$ cat src/rtl/limber_gnrl_fifo_rdport.sv
// Read-side port for the limber sync FIFO: pops the FIFO into a 2-entry skid buffer
// and presents a registered valid/ready stream. Optional o_last burst marking: LIMBER_FIFO_RD_LAST_EN.
module limber_gnrl_fifo_rdport #(
  parameter int DW    = 8,
  parameter int BW    = 4,
  parameter int BURST = 4
) (
  input  logic          clk,
  input  logic          rst,
  input  logic          fifo_empty,
  input  logic [DW-1:0] fifo_dout,
  output logic          fifo_ren,
  input  logic          flush,
  output logic          o_valid,
  input  logic          o_ready,
  output logic [DW-1:0] o_data,
  output logic          o_last
);

  localparam logic [1:0] S_EMPTY = 2'd0;
  localparam logic [1:0] S_ONE   = 2'd1;
  localparam logic [1:0] S_TWO   = 2'd2;

  logic [1:0]    state_q, state_d;
  logic [DW-1:0] head_data_q, head_data_d;
  logic [DW-1:0] skid_data_q, skid_data_d;
  logic          acc, pop;
  logic          head_ld_fifo, head_ld_skid, skid_ld;

  // The pop depends only on registered state and FIFO flags, never on o_ready.
  assign pop     = rst & ~fifo_empty & ~flush & (state_q != S_TWO);
  assign acc     = o_valid & o_ready;
  assign o_valid = (state_q != S_EMPTY);
  assign fifo_ren = pop;
  assign o_data  = head_data_q;

  always_comb begin
    state_d      = state_q;
    head_ld_fifo = 1'b0;
    head_ld_skid = 1'b0;
    skid_ld      = 1'b0;
    if (flush) begin
      state_d = S_EMPTY;
    end else begin
      case (state_q)
        S_EMPTY: begin
          if (pop) begin
            state_d      = S_ONE;
            head_ld_fifo = 1'b1;
          end
        end
        S_ONE: begin
          if (pop && acc) begin
            head_ld_fifo = 1'b1;
          end else if (pop) begin
            state_d = S_TWO;
            skid_ld = 1'b1;
          end else if (acc) begin
            state_d = S_EMPTY;
          end
        end
        S_TWO: begin
          if (acc) begin
            state_d      = S_ONE;
            head_ld_skid = 1'b1;
          end
        end
        default: state_d = S_EMPTY;
      endcase
    end
  end

  always_comb begin
    head_data_d = head_data_q;
    if (head_ld_fifo)
      head_data_d = fifo_dout;
    else if (head_ld_skid)
      head_data_d = skid_data_q;
    skid_data_d = skid_ld ? fifo_dout : skid_data_q;
  end

  always_ff @(posedge clk or negedge rst) begin
    if (!rst) begin
      state_q     <= S_EMPTY;
      head_data_q <= '0;
      skid_data_q <= '0;
    end else begin
      state_q     <= state_d;
      head_data_q <= head_data_d;
      skid_data_q <= skid_data_d;
    end
  end

`ifdef LIMBER_FIFO_RD_LAST_EN
  localparam logic [BW-1:0] CNT_MAX = BW'(BURST - 1);

  logic [BW-1:0] cnt_q, cnt_d;
  logic          pop_last;
  logic          head_last_q, head_last_d;
  logic          skid_last_q, skid_last_d;

  // Counter tracks the beat index of the next word to be popped.
  assign pop_last = (cnt_q == CNT_MAX);
  assign o_last   = head_last_q;

  always_comb begin
    cnt_d = cnt_q;
    if (flush)
      cnt_d = '0;
    else if (pop)
      cnt_d = pop_last ? '0 : cnt_q + BW'(1);
  end

  always_comb begin
    head_last_d = head_last_q;
    if (head_ld_fifo)
      head_last_d = pop_last;
    else if (head_ld_skid)
      head_last_d = skid_last_q;
    skid_last_d = skid_ld ? pop_last : skid_last_q;
  end

  always_ff @(posedge clk or negedge rst) begin
    if (!rst) begin
      cnt_q       <= '0;
      head_last_q <= 1'b0;
      skid_last_q <= 1'b0;
    end else begin
      cnt_q       <= cnt_d;
      head_last_q <= head_last_d;
      skid_last_q <= skid_last_d;
    end
  end
`else
  assign o_last = 1'b0;
`endif

endmodule
$ cat config.mk
export PLATFORM = sky130hd
export DESIGN_NAME = limber_gnrl_fifo_rdport
export DESIGN_NICKNAME = d
export VERILOG_FILES = /design/src/rtl/limber_gnrl_fifo_rdport.sv
export SDC_FILE = /design/constraint.sdc
export NUM_CORES = 1
export LEC_CHECK = 0
export BUFFER_PORTS_ARGS = -buffer_cell sky130_fd_sc_hd__clkbuf_2
export CAP_MARGIN = 20
export CELL_PAD_IN_SITES_DETAIL_PLACEMENT = 0
export CELL_PAD_IN_SITES_GLOBAL_PLACEMENT = 1
export CORE_MARGIN = 3
export CORE_UTILIZATION = 33
export DETAILED_ROUTE_END_ITERATION = 10
export PLACE_DENSITY = 0.71
export SLEW_MARGIN = 30
export SYNTH_ARGS = -nofsm -noshare
export SYNTH_HDL_FRONTEND = slang
export SYNTH_SLANG_ARGS = --single-unit
export TNS_END_PERCENT = 50
$ cat constraint.sdc
create_clock -name clk -period 4.1 [get_ports clk]
set_input_delay 0.82 -clock clk [delete_from_list [all_inputs] [get_ports clk]]
set_output_delay 0.82 -clock clk [all_outputs]
set_load 0.005 [all_outputs]
==> metrics.cfg <==
[synthesis]
synthDominantCellAreaShare=0.518
syn_area_um2=870
yosys.cell_types.count=22
postSynthRegisterBits=18
synth.avg_cell_area_um2=12.6
syn_nets=82
synthCells=69
yosysTopAreaCell=dfrtp_1
yosysWarnings=0
yosys-top-cells-area=dfrtp_1, mux2_2, mux2i_1
ys_seq_area_frac=0.518

[global_routing]
number_of_antenna_violations_at_the_first_check_in_global_routing=0
vias_in_the_first_global_route=554
grt_pass1_wl_um=2570
met3_track_usage_gr=0.0407
gr-max-usage-layer=met2
largest_net_degree_at_the_start_of_global_routing=20
grtUsageMet1=0.134
globalRouteTotalUtil=0.103
globalRouteOverflowTotal=0
globalRouteMet2Util=0.162

[min_path]
worst_hold_path_type=input pin to asynchronous set/reset pin

[clock_network]
cts_sink_cnt=18
cts_hold_bufs=0
worst_setup_hold_path_clk_slew_ps=90
numCtsBuffers=3
cts_tree=done
clk-insertion-delay-late_ps=290
ctsRootBufferMaster=clkbuf_4
post_cts_setup_buffers=0
ctsLongestPathBuffers=2
cts_htree_levels=1
ctsResizeCount=0

[sta]
total_count_of_max_transition_violations_in_the_final_report=0
min_period_over_period=0.596
setup_total_negative_slack_ps=0
rsz_0062_raised_after_global_routing=no
timing_worst_slew_pin_value_ps=553
final_hold_viol_count=0
fmax_mhz=410
worst_clock_skew_ps=1.10
relSlewSlack=0.631
final.min_clock_period_ps=2440
setup_viol_count_final=0

[power_and_ir_drop]
power_per_cell_area_nw_per_um2=385
worst_ir_drop_vdd_mv=0.223
leakage_nw=0.471

[place]
post-dp-hpwl_um=1120
placement.io_buffers=22
gp_congestion=0.647

[routing]
wl_um=1590
route.detailed.vias_per_inst=4.94
drt_first_iter_violations=5
postRouteAntennaNets=0
route.detailed.drc=0
via_count=583
dr.pass1.iters=4
routed_wire_length_per_instance_um=13.5

[critical_path]
worst_r2r_path_depth=4
critical_path.slowest_cell=clkbuf_2
path_cells=clkbuf_2 > nand2b_4 > nor3_1 > clkbuf_2
reg2reg_slack_ps=2410
worstReg2RegEnd=o_data[1]
cp_max_fo=19
critPathArrivalTime_ps=1620
worstPathRequired_ps=3280
worstSetupPathType=input pin to output pin
worst_setup_path_end_kind=output pin
critical_path.reg2reg.startpoint=state_q[0]
cp_num_buf_inv=2
critical_path.max_stage_delay_ps=400
cpMostUsedCell=clkbuf_2
worstSetupStartpointType=input pin
crit_path_start=rst
critical-path-top-delay-family=buffers and inverters

[layout]
layout-drive-gt1-share=0.511
area.growth.synth_to_final_pct=14.8
n_fill_cell=232
final_util=0.423
antenna_cells_inserted=0
final_net_count=105
register_area_um2=450
multi_input_comb_area_um2=380

[floorplanning]
vertical_die_dimension_um=57.3
die_width_um=57.3
boundaryPins=24
fp.coreArea_um2=2360
fp.dieArea_um2=3290
placement_rows=17
initial_utilization=0.368

[flow_run]
max_cap_violations=0

[run_status]
run_status=completed

[state kept, by name, indices dropped and copies added (netlist names)]
| name | flops |
|---|---|
| o_data | 8 |
| skid_data_q | 8 |
| state_q | 2 |
[synthesized netlist by cell type, drive strengths merged]
library cell	n
dfrtp	18
nor2	10
a21oi	9
mux2	8
mux2i	8
buf	4
nor3	2
a2bb2oi	1
and2b	1
and3b	1
conb	1
nand2b	1
nand3b	1
nor2b	1
or2	1
or4	1
xor2	1
[how the worst max path moves through the flow]
stage / to / slack, ps / depth (start not counted)
final: fifo_ren / 1660 / 4
after global routing: fifo_ren / 1470 / 4
after global placement: fifo_ren / 1650 / 4
after CTS: fifo_ren / 1620 / 4
after detailed placement: fifo_ren / 1620 / 4
after floorplan: fifo_ren / 2160 / 2
[metrics by stage]
step	power (mW)	instance area [µm²]	hold WS (ps)	cells	setup WS, ps
5_1_grt	0.409	998	505	118	1470
3_3_place_gp	0.302	976	490	115	1650
6_report	0.384	998	479	118	1660
2_1_floorplan	0.271	870	479	69	2160
3_5_place_dp	0.305	976	496	115	1620
4_1_cts	0.389	998	492	118	1620
[power by group]
group | internal, mW | switching (mW) | total (mW)
Sequential | 0.206 | 0.0150 | 0.221
Clock | 0.0342 | 0.0509 | 0.0850
Combinational | 0.0435 | 0.0346 | 0.0781
[final cells by class]
| class | count | area share |
|---|---|---|
| clock buffer | 3 | 0.0226 |
| multi-input combinational | 47 | 0.381 |
| sequential | 18 | 0.451 |
| timing repair buffer | 22 | 0.110 |
| tap | 28 | 0.0351 |
[cells by family (layout without fill, tap and decap cells)]
group,after synthesis,in the layout,synth area share
muxes,16,16,0.196
DFF,18,18,0.518
other,1,1,0.00431
buffers and inverters,4,25,0.0446
and+or+nand+nor,19,19,0.131
AOI/OAI and AO/OA,10,10,0.0964
xor gates and xnor gates,1,1,0.0101
[layout by cell type (no fill, tap or decap), types with 2 or more instances in the layout]
master | Yosys | routed
nor3_1 | 2 | 2
nor2_1 | 8 | 8
nor2_2 | 2 | 2
clkbuf_2 | 0 | 22
a21oi_2 | 8 | 8
mux2_2 | 8 | 8
clkbuf_4 | 0 | 3
dfrtp_1 | 18 | 18
mux2i_1 | 8 | 8
[layer usage]
layer / vias to the layer above / wire [µm]
li1: 284 / -
met1: 276 / 763
met2: 23 / 706
met3: 0 / 122
met4: 0 / 0
met5: - / 0
No activity file was read; power rests on OpenSTA's default activity.
